## src/rtl/freq_pkg.sv

```systemverilog
// Shared definitions for the frequency-counter reporting path.
// Contents:
//   COUNT_W, BCD_DIGITS, BCD_W  - count word and BCD register sizing
//   ASCII_ZERO/CR/LF            - characters placed on the serial line
//   rpt_state_t                 - report FSM state encoding
//   bcd_step()                  - one double-dabble iteration (add-3, then shift in a bit)
//   bcd_digit()                 - select one BCD digit by index
package freq_pkg;

    localparam int COUNT_W    = 40;
    localparam int BCD_DIGITS = 13;
    localparam int BCD_W      = BCD_DIGITS * 4;

    localparam logic [7:0] ASCII_ZERO = 8'h30;
    localparam logic [7:0] ASCII_CR   = 8'h0D;
    localparam logic [7:0] ASCII_LF   = 8'h0A;

    typedef enum logic [2:0] {
        ST_IDLE,
        ST_CONVERT,
        ST_SKIPZ,
        ST_SEND_DIG,
        ST_SEND_CR,
        ST_SEND_LF
    } rpt_state_t;

    // Every nibble >= 5 gets +3 (4-bit, no inter-nibble carry), then the whole
    // register shifts left by one with bit_in entering at bit 0. Built bit by
    // bit so the adjusted top bit, which is shifted out, never needs a home.
    function automatic logic [BCD_W-1:0] bcd_step(input logic [BCD_W-1:0] bcd,
                                                   input logic             bit_in);
        logic [BCD_W-1:0] r;
        logic [3:0]       nib;
        r    = '0;
        r[0] = bit_in;
        for (int i = 0; i < BCD_W - 1; i++) begin
            nib = bcd[(i / 4) * 4 +: 4];
            if (nib >= 4'd5) nib = nib + 4'd3;
            r[i + 1] = nib[i % 4];
        end
        return r;
    endfunction

    function automatic logic [3:0] bcd_digit(input logic [BCD_W-1:0] bcd,
                                             input logic [3:0]       idx);
        logic [3:0] d;
        d = '0;
        for (int i = 0; i < BCD_DIGITS; i++) begin
            if (idx == 4'(i)) d = bcd[i * 4 +: 4];
        end
        return d;
    endfunction

endpackage

```

## src/rtl/uart_tx_byte.sv

```systemverilog
// 8N1 byte transmitter, LSB first.
// Ports:
//   clk, rst   - system clock, synchronous active-high reset
//   start      - one-cycle request, taken only while busy is low
//   data[7:0]  - byte to send, captured on the accepted start
//   tx         - serial line, idles high
//   busy       - high from the accepted start until the stop bit completes
//   done       - one-cycle pulse the cycle after the stop bit's last clock
// Parameter DIV is the bit period in clock cycles.
module uart_tx_byte #(
    parameter int DIV = 434
) (
    input  logic       clk,
    input  logic       rst,
    input  logic       start,
    input  logic [7:0] data,
    output logic       tx,
    output logic       busy,
    output logic       done
);

    localparam int            CW     = (DIV > 1) ? $clog2(DIV) : 1;
    localparam logic [CW-1:0] RELOAD = CW'(DIV - 1);

    logic [CW-1:0] baud_cnt;
    logic [3:0]    bit_idx;    // 0 = start bit, 1..8 = data, 9 = stop
    logic [8:0]    shreg;      // remaining data bits plus the stop bit

    always_ff @(posedge clk) begin
        if (rst) begin
            tx       <= 1'b1;
            busy     <= 1'b0;
            done     <= 1'b0;
            baud_cnt <= '0;
            bit_idx  <= '0;
            shreg    <= '1;
        end else begin
            done <= 1'b0;
            if (!busy) begin
                if (start) begin
                    busy     <= 1'b1;
                    tx       <= 1'b0;
                    shreg    <= {1'b1, data};
                    baud_cnt <= RELOAD;
                    bit_idx  <= '0;
                end
            end else if (baud_cnt != '0) begin
                baud_cnt <= baud_cnt - 1'b1;
            end else if (bit_idx == 4'd9) begin
                busy <= 1'b0;
                done <= 1'b1;
                tx   <= 1'b1;
            end else begin
                tx       <= shreg[0];
                shreg    <= {1'b1, shreg[8:1]};
                bit_idx  <= bit_idx + 4'd1;
                baud_cnt <= RELOAD;
            end
        end
    end

endmodule

```

## src/rtl/freq_report_uart.sv

```systemverilog
// Converts each completed gate count to unsigned decimal and sends it as
// ASCII digits followed by CR LF on an 8N1 UART line.
// Ports:
//   clk, rst     - system clock, synchronous active-high reset
//   count_in     - gate count, stable while count_valid is high
//   count_valid  - one-cycle pulse, new count available
//   uart_tx      - serial line, idles high
//   busy         - high from acceptance of a count until the LF stop bit ends
//   overrun      - one-cycle pulse when a count arrives outside IDLE (count dropped)
//
// state        | meaning
// ST_IDLE      | waiting for count_valid
// ST_CONVERT   | double-dabble, one shift per cycle for COUNT_W cycles
// ST_SKIPZ     | dropping leading zero digits, always keeping digit 0
// ST_SEND_DIG  | sending digits, most significant first
// ST_SEND_CR   | sending carriage return
// ST_SEND_LF   | sending line feed, then back to idle
module freq_report_uart #(
    parameter int CLK_HZ  = 50_000_000,
    parameter int BAUD    = 115200,
    parameter int COUNT_W = 40
) (
    input  logic               clk,
    input  logic               rst,
    input  logic [COUNT_W-1:0] count_in,
    input  logic               count_valid,
    output logic               uart_tx,
    output logic               busy,
    output logic               overrun
);

    import freq_pkg::*;

    localparam int DIV      = (CLK_HZ + BAUD / 2) / BAUD;
    localparam int SHIFT_CW = $clog2(COUNT_W);

    rpt_state_t          state;
    logic [COUNT_W-1:0]  cnt_sr;
    logic [BCD_W-1:0]    bcd;
    logic [SHIFT_CW-1:0] shift_cnt;
    logic [3:0]          dig_idx;
    logic                tx_start;
    logic [7:0]          tx_data;
    logic                tx_busy;
    logic                tx_done;
    logic [3:0]          cur_digit;
    logic [3:0]          next_digit;

    assign cur_digit  = bcd_digit(bcd, dig_idx);
    assign next_digit = bcd_digit(bcd, dig_idx - 4'd1);

    // The next byte is requested in the same cycle the previous done is seen,
    // keeping the inter-byte gap at two idle cycles.
    always_ff @(posedge clk) begin
        if (rst) begin
            state     <= ST_IDLE;
            cnt_sr    <= '0;
            bcd       <= '0;
            shift_cnt <= '0;
            dig_idx   <= '0;
            tx_start  <= 1'b0;
            tx_data   <= '0;
            busy      <= 1'b0;
            overrun   <= 1'b0;
        end else begin
            tx_start <= 1'b0;
            overrun  <= count_valid && (state != ST_IDLE);
            case (state)
                ST_IDLE: begin
                    if (count_valid) begin
                        cnt_sr    <= count_in;
                        bcd       <= '0;
                        shift_cnt <= SHIFT_CW'(COUNT_W - 1);
                        busy      <= 1'b1;
                        state     <= ST_CONVERT;
                    end
                end
                ST_CONVERT: begin
                    bcd    <= bcd_step(bcd, cnt_sr[COUNT_W-1]);
                    cnt_sr <= {cnt_sr[COUNT_W-2:0], 1'b0};
                    if (shift_cnt == '0) begin
                        dig_idx <= 4'(BCD_DIGITS - 1);
                        state   <= ST_SKIPZ;
                    end else begin
                        shift_cnt <= shift_cnt - 1'b1;
                    end
                end
                ST_SKIPZ: begin
                    if ((cur_digit != 4'd0) || (dig_idx == 4'd0)) begin
                        if (!tx_busy) begin
                            tx_start <= 1'b1;
                            tx_data  <= ASCII_ZERO + {4'd0, cur_digit};
                            state    <= ST_SEND_DIG;
                        end
                    end else begin
                        dig_idx <= dig_idx - 4'd1;
                    end
                end
                ST_SEND_DIG: begin
                    if (tx_done) begin
                        tx_start <= 1'b1;
                        if (dig_idx == 4'd0) begin
                            tx_data <= ASCII_CR;
                            state   <= ST_SEND_CR;
                        end else begin
                            tx_data <= ASCII_ZERO + {4'd0, next_digit};
                            dig_idx <= dig_idx - 4'd1;
                        end
                    end
                end
                ST_SEND_CR: begin
                    if (tx_done) begin
                        tx_start <= 1'b1;
                        tx_data  <= ASCII_LF;
                        state    <= ST_SEND_LF;
                    end
                end
                ST_SEND_LF: begin
                    if (tx_done) begin
                        busy  <= 1'b0;
                        state <= ST_IDLE;
                    end
                end
                default: state <= ST_IDLE;
            endcase
        end
    end

    uart_tx_byte #(
        .DIV(DIV)
    ) u_tx (
        .clk  (clk),
        .rst  (rst),
        .start(tx_start),
        .data (tx_data),
        .tx   (uart_tx),
        .busy (tx_busy),
        .done (tx_done)
    );

endmodule

```

## config.mk

```make
export PLATFORM = sky130hd
export DESIGN_NAME = freq_report_uart
export DESIGN_NICKNAME = d
export VERILOG_FILES = /design/src/rtl/freq_pkg.sv /design/src/rtl/uart_tx_byte.sv /design/src/rtl/freq_report_uart.sv
export SDC_FILE = /design/constraint.sdc
export NUM_CORES = 1
export LEC_CHECK = 0
export ABC_AREA = 1
export BUFFER_PORTS_ARGS = -buffer_cell sky130_fd_sc_hd__buf_2
export CAP_MARGIN = 20
export CORE_AREA = 2 2 115 117
export CTS_CLUSTER_DIAMETER = 120
export DETAILED_ROUTE_END_ITERATION = 6
export DIE_AREA = 0 0 117 119
export PLACE_DENSITY = 0.89
export SYNTH_ARGS = -nofsm -noshare
export SYNTH_HDL_FRONTEND = slang
export SYNTH_SLANG_ARGS = --single-unit
```

## constraint.sdc

```tcl
create_clock -name clk -period 4.9 [get_ports clk]
set_clock_uncertainty 0.15 [all_clocks]
set_input_delay 0.49 -clock clk [delete_from_list [all_inputs] [get_ports clk]]
set_output_delay 0.49 -clock clk [all_outputs]
set_load 0.01 [all_outputs]
```

==> results by group, run 1 <==
Global route
  – Largest net degree at the start of global routing: between 100 and 150
  – GRT overflow: 0
  – Vias in the first global route: between 7000 and 8000
  – First-pass GRT wire length: roughly 32 mm
  – Initial antenna violation count: 0
  – Global-route total usage across every layer: 28.0%

Finish
  – # fillers: 1038
  – Final core utilization: between 60% and 70%
  – N_diodes: 0
  – Share of cells above drive strength 1: just under 10%
  – Synthesis-to-layout area growth: 11.1%
  – NumNets Final: approximately 1400
  – Cell Count, Final, Fillers Out: roughly 1500

Floorplan
  – Die area: 13900 um^2
  – Io pins: 46
  – # rows: 42
  – CORE AREA: around 13000 um^2
  – Starting Density: a little over three fifths
  – Die Ht: 119 um
  – Die width: ~120 um

STA
  – Slew Limit Fails: 0
  – Fin Setup TNS: 0 ns
  – Least-Margin Pin Slew: ~1.1 ns
  – Final setup vio count: 0
  – Unrepaired setup endpoints after global routing: no
  – Final min period: 2.97 ns
  – Fin crit share: between 60% and 70%
  – Hold Fails Final Rpt: 0
  – Rel. slew slack: between 20% and 30%
  – Maximum clock frequency: roughly 340 MHz
  – Setup ws final: a little under 2 ns

Yosys
  – Count of cell types in the netlist: approximately 40
  – Register area share after synthesis: 33.9%
  – Flops & latches, synth: 137
  – Net Count, Synth: around 1300
  – Mean post-synth cell area: 6.44 um^2
  – Post-synth EDFFs: 0
  – Mapped Area: between 8000 and 9000 um^2
  – Predominant post-synthesis flop cell: dfxtp_1
  – Post-synth ARST share: 0%
  – Mapped Cells: roughly 1300
  – Syn. warnings: 0

Setup path
  – CP max stage delay: roughly 0.43 ns
  – Worst EP required: roughly 5 ns
  – Worst path slowest cell: dfxtp_1
  – Critical-path maximum fanout: 8
  – Worst setup EP type: register
  – Crit path DAT: slightly above 3 ns
  – Type of origin of the critical path: register
  – Critical path cell sequence: inv_1, ha_1, xnor2_1, inv_2, nor2_4, nand2_1, inv_2, a21oi_1, nand2_1, nand4_1, nand2_1, nand2_1, nand2_1, nand2_1, nand2_1, nand2_1, nand2_1, nand3_1, nand3_1, a21oi_1
  – Setup CP Type: register to register
  – Most common cell on crit path: nand2_1

Clock tree
  – CTS root buffer: clkbuf_16
  – Clock slew at reported path FFs: roughly 0.060 ns
  – CTS tree: built
  – Post-cts hold buffer count: 0
  – CTS resizes: 0
  – Worst-Skew Late Latency: roughly 0.43 ns
  – CTS max path bufs: 2
  – Clock Sinks: roughly 140
  – CTS H-tree depth: 4
  – CTS Buf Count: 17
  – Post-CTS Setup Bufs: 0

Detailed routing
  – Via density: approximately 5.5
  – Initial DRT Pass Iterations: 5
  – DRC: 0
  – Via count: just over 8000
  – First DRT Iteration DRCs: approximately 650
  – DRT Wirelength: approximately 19 mm
  – Per-cell routed wire length: around 13 um
  – Post-route antenna net violation count: 0

Placement
  – HPWL Detailed: between 10 and 15 mm
  – I/O Buffers: 45
  – Pre-CTS setup slack: between 2 and 2.5 ns
  – Routability congestion estimate from global placement: 0.868
  – Inst Count DP: ~1400

Hold path
  – Worst min path class: input port to register

Status
  – Status: completed

Pwr
  – Peak supply drop: 327 uV
  – PD cells: between 500 and 600 nW/um^2
  – Pleak: approximately 3.7 nW

Job
  – Max-cap violations: 0
## worst max-delay path: cells and delay by family (launching register included)
| kind | cells | cell delay, ns |
|---|---|---|
| xor+xnor | 1 | 0.30 |
| fa+ha+maj | 1 | 0.27 |
| flops | 1 | 0.43 |
| simple gates | 13 | 1.12 |
| buf+inv | 3 | 0.41 |
| compound gates | 2 | 0.12 |
## cells by family (layout without fill, tap and decap cells)
| logic type | after synthesis | in the layout | share of synthesized area, % |
|---|---|---|---|
| simple gates | 521 | 521 | 27.1 |
| compound gates | 330 | 330 | 21.9 |
| buf+inv | 221 | 259 | 10.4 |
| flops | 137 | 137 | 33.9 |
| fa+ha+maj | 38 | 38 | 5.88 |
| xor+xnor | 8 | 8 | 0.867 |
## power by group
part           switching [W]  internal (W)
registers           0.000141       0.00133
logic                0.00128      0.000569
clock network       0.000489      0.000758
## final timing paths
check / depth (start not counted) / endpoint / slack, ns / from
min reg2reg: 2 / u_tx.shreg[4] / 0.31 / u_tx.shreg[4]
max reg2reg: 20 / tx_data[3] / 1.93 / dig_idx[0]
min: 3 / overrun / 0.17 / count_valid
max: 20 / tx_data[3] / 1.93 / dig_idx[0]
## routing by layer
metal / global-route usage (%) / part of all wire (%) / vias up / routed length, um
met2: 45.7 / 48 / 252 / 9150
met3: 5.29 / 4.9 / 39 / 925
met5: 0 / 0 / - / 0
met4: 11.2 / 1.9 / 0 / 362
li1: - / - / 4150 / -
met1: 36.2 / 45 / 3654 / 8430
## state kept, by name, indices dropped and copies added (netlist names)
signal / count
u_tx.shreg: 8
u_tx.tx: 1
u_tx.bit_idx: 4
overrun: 1
u_tx.baud_cnt: 9
tx_start: 1
busy: 1
shift_cnt: 6
state: 3
cnt_sr: 40
tx_data: 5
u_tx.busy: 1
dig_idx: 4
bcd: 52
u_tx.done: 1
## through the flow
step | area, um^2 | total power [W] | hold WS, ns
2_1_floorplan | 8080 | 0.00291 | 0.274
3_3_place_gp | 8410 | 0.00323 | 0.290
3_5_place_dp | 8410 | 0.00329 | 0.292
4_1_cts | 8980 | 0.00454 | 0.162
5_1_grt | 8980 | 0.00486 | 0.174
6_report | 8980 | 0.00456 | 0.172
## cell type report
| class | instances | area [um^2] | share of cell area (%) |
|---|---|---|---|
| Multi-Input combinational cell | 897 | 4510 | 50.3 |
| Sequential cell | 137 | 2740 | 30.5 |
| Inverter | 178 | 668 | 7.44 |
| Clock buffer | 20 | 447 | 4.97 |
| Timing Repair Buffer | 50 | 265 | 2.95 |
| Tap cell | 176 | 220 | 2.45 |
| Clock inverter | 11 | 124 | 1.38 |
## cell usage after synthesis, drive strengths merged (3+ instances only)
cell type / n / area share [%]
ha: 38 / 5.9
xnor2: 3 / 0.33
a31oi: 41 / 3.2
xor2: 5 / 0.54
buf: 6 / 0.40
a21oi: 145 / 9.0
nor3: 20 / 1.2
inv: 175 / 8.1
o311ai: 3 / 0.33
a211o: 3 / 0.33
nand3: 53 / 3.3
o21ai: 125 / 7.8
nand2: 356 / 17
nand4: 8 / 0.88
o211ai: 4 / 0.37
clkbuf: 37 / 1.7
nor2: 79 / 4.2
or2: 3 / 0.23
clkinv: 3 / 0.14
dfxtp: 137 / 34
## cell usage in the layout (no fill, tap or decap), types with 6 or more instances in the layout
cell type  instances
o21ai_1           21
buf_2             44
nor2_1            69
a21oi_1          144
ha_1              38
buf_4              6
nand2_2            6
a31oi_1           41
clkbuf_16         17
nor3_1            19
dfxtp_1          137
o21ai_0          103
nand2_1          347
inv_1            156
nand4_1            6
nand3_1           52
inv_2             19
Power figures use the tool's default switching activity.
==> run 2: changes to the inputs <==
--- a/config.mk
+++ b/config.mk
@@ -8,11 +8,11 @@
 export ABC_AREA = 1
 export BUFFER_PORTS_ARGS = -buffer_cell sky130_fd_sc_hd__buf_2
 export CAP_MARGIN = 20
-export CORE_AREA = 2 2 115 117
+export CORE_AREA = 2 2 118 120
 export CTS_CLUSTER_DIAMETER = 120
 export DETAILED_ROUTE_END_ITERATION = 6
-export DIE_AREA = 0 0 117 119
-export PLACE_DENSITY = 0.89
+export DIE_AREA = 0 0 120 122
+export PLACE_DENSITY = 0.85
 export SYNTH_ARGS = -nofsm -noshare
 export SYNTH_HDL_FRONTEND = slang
 export SYNTH_SLANG_ARGS = --single-unit
==> constraint.sdc (replaced) <==
create_clock -name clk -period 2.9 [get_ports clk]
set_clock_uncertainty 0.15 [all_clocks]
set_input_delay 0.29 -clock clk [delete_from_list [all_inputs] [get_ports clk]]
set_output_delay 0.29 -clock clk [all_outputs]
set_load 0.01 [all_outputs]
==> run 2 against run 1 <==
First-iteration DRC count grew 18%. Register-to-register slack lost 1.7 ns. Sequential power grew 70%. Fmax grew 9.9%. Largest power group unchanged.
==> results by group, run 2 (same netlist as run 1, synthesis figures left out) <==
Finish
  – Commonest cells after routing, fill and taps aside: 345 x nand2_1, 154 x inv_1, 144 x a21oi_1, 136 x dfxtp_1, 103 x o21ai_0
  – Register Area: between 2000 and 3000 um^2
  – Synthesis-to-layout area growth: 17.4%
  – Cell Count, Final, Fillers Out: between 1500 and 2000
  – Largest registers: bcd x52, cnt_sr x40, u_tx.baud_cnt x9
  – Share of cells above drive strength 1: 10.8%
  – Post-route cell area: approximately 9500 um^2
  – Multi-input gate area: approximately 4500 um^2
  – # fillers: 1022
  – N_diodes: 0
  – Largest Register: bcd
  – Number of flip-flops under the largest register name: between 50 and 60
  – Commonest non-fill, non-tap cell in the layout: nand2_1
  – NumNets Final: roughly 1400

STA
  – Fin crit share: a little over 90%
  – Final setup vio count: 0
  – Unrepaired setup endpoints after global routing: no
  – Least-Margin Pin Slew: ~0.61 ns
  – Maximum clock frequency: 371 MHz
  – Rel. slew slack: between 50 and 60%
  – Fin Setup TNS: 0 ns
  – Slew Limit Fails: 0
  – Final min period: 2.70 ns
  – Hold Fails Final Rpt: 0
  – Min Hold Slack: between 0.003 and 0.004 ns

Floorplan
  – Starting Density: between 50% and 60%
  – Io pins: 46
  – # rows: 43
  – CORE AREA: 13500 um^2
  – Die area: about 15000 um^2
  – Die width: ~120 um
  – Die Ht: approximately 120 um

Clock tree
  – CTS Buf Count: 17
  – CTS root buffer: clkbuf_16
  – CTS H-tree depth: 4
  – Clock Sinks: 137
  – Worst-Skew Late Latency: between 0.4 and 0.5 ns
  – CTS tree: built
  – CTS max path bufs: 2
  – Clock slew at reported path FFs: ~0.060 ns

Detailed routing
  – Highest routed layer: met4
  – Met2 wire len: 10.3 mm
  – Initial DRT Pass Iterations: 5
  – Via count: between 8000 and 9000
  – Via density: ~5.6
  – DRC: 0
  – Met3 Wirelength: approximately 1.3 mm
  – Per-cell routed wire length: roughly 14 um
  – DRT Wirelength: approximately 21 mm
  – First DRT Iteration DRCs: around 770
  – Post-route antenna net violation count: 0
  – DRT met1 WL: around 9 mm

Pwr
  – NetSw: about 0.0033 W
  – PD cells: between 800 and 900 nW/um^2
  – Switching portion of total power: a little over two fifths
  – Register share of total power: roughly a third
  – Pleak: about 3.9 nW
  – Combinational Power Share: around two fifths
  – Tot Pwr: ~0.0080 W
  – Clk network pwr share: between 20% and 30%
  – Peak supply drop: about 620 uV
  – Cell-internal power: ~0.0046 W

Hold path
  – Worst min path class: input port to register

Setup path
  – Type of origin of the critical path: register
  – Crit path DAT: between 2 and 3 ns
  – Critical-path maximum fanout: 7
  – Worst setup EP type: register
  – Worst EP required: a little over 3 ns
  – Setup CP Type: register to register

Placement
  – Area of placed instances: approximately 8500 um^2
  – Routability congestion estimate from global placement: slightly above 0.9
  – I/O Buffers: 45
  – HPWL Detailed: around 13 mm
  – Inst Count DP: about 1500

Global route
  – Initial antenna violation count: 0
  – Largest net degree at the start of global routing: 56
  – First-pass GRT wire length: 35.4 mm
  – GRT overflow: 0
  – Vias in the first global route: between 7000 and 8000
  – Global-route total usage across every layer: between 20% and 30%

Job
  – Max-cap violations: 0

Status
  – Status: completed
[run 2: path summary, 6_finish.rpt]
check                                  start    endpoint  slack [ns]  depth (start not counted)
worst max-delay path              dig_idx[0]  dig_idx[0]        0.20                         23
worst min-delay path            count_in[22]  cnt_sr[22]       0.003                          3
worst max register to register    dig_idx[0]  dig_idx[0]        0.20                         23
worst min register to register          busy        busy        0.31                          2
[run 2: layer usage]
layer	GRT usage [%]	up-vias
met5	0	-
met4	12.8	0
met3	5.52	70
met2	50.8	366
met1	35.6	3843
li1	-	4244
[run 2: metrics by stage]
step / util (%) / setup slack, ns
2_1_floorplan: - / 0.455
3_3_place_gp: 62.8 / 0.0755
3_5_place_dp: 62.8 / 0.0173
4_1_cts: 70.0 / 0.0637
5_1_grt: 70.3 / 0.00955
6_report: 70.3 / 0.201
[run 2: critical path, stage by stage (launching register included)]
cell,delay (ns)
dfxtp_2,0.36
inv_2,0.15
ha_1,0.26
nand2_2,0.14
o21ai_1,0.15
inv_1,0.06
nand2_1,0.06
nand2_1,0.05
nand2_1,0.06
nand2_1,0.05
nand2_1,0.05
nand2_1,0.04
nand2_1,0.07
nand2_1,0.05
nand2_1,0.06
nand2_1,0.06
nand2_1,0.07
nand2_1,0.11
nand3_1,0.10
nand2_1,0.06
nand2_2,0.15
inv_2,0.05
o21ai_1,0.15
nor2_1,0.07
[run 2: power by group through the flow]
stage                     Combinational (W)  Sequential, W  Clock (W)
after global placement              0.00304        0.00250          0
after detailed placement            0.00310        0.00251          0
after CTS                           0.00318        0.00248    0.00215
after global routing                0.00369        0.00254    0.00225
after floorplan                     0.00247        0.00245          0
final                               0.00331        0.00250    0.00214
[run 2: cell type report]
cell class              count  area share (%)
multi-input cells         897            47.9
flip-flops and latches    137            28.9
repair buffers             98            7.59
inverters                 178            7.04
clock buffers              21            4.85
well taps                 180            2.37
clock inverters            11            1.28
[run 2: repair_timing]
| item | 4_1_cts | 5_1_grt |
|---|---|---|
| gates resized for setup | 1 | 9 |
| setup buffers | 0 | 1 |
| endpoints found under the hold margin | 38 | 0 |
| hold buffers | 38 | 0 |
| pin swaps | 0 | 1 |
| setup endpoints to repair | 1 | 12 |
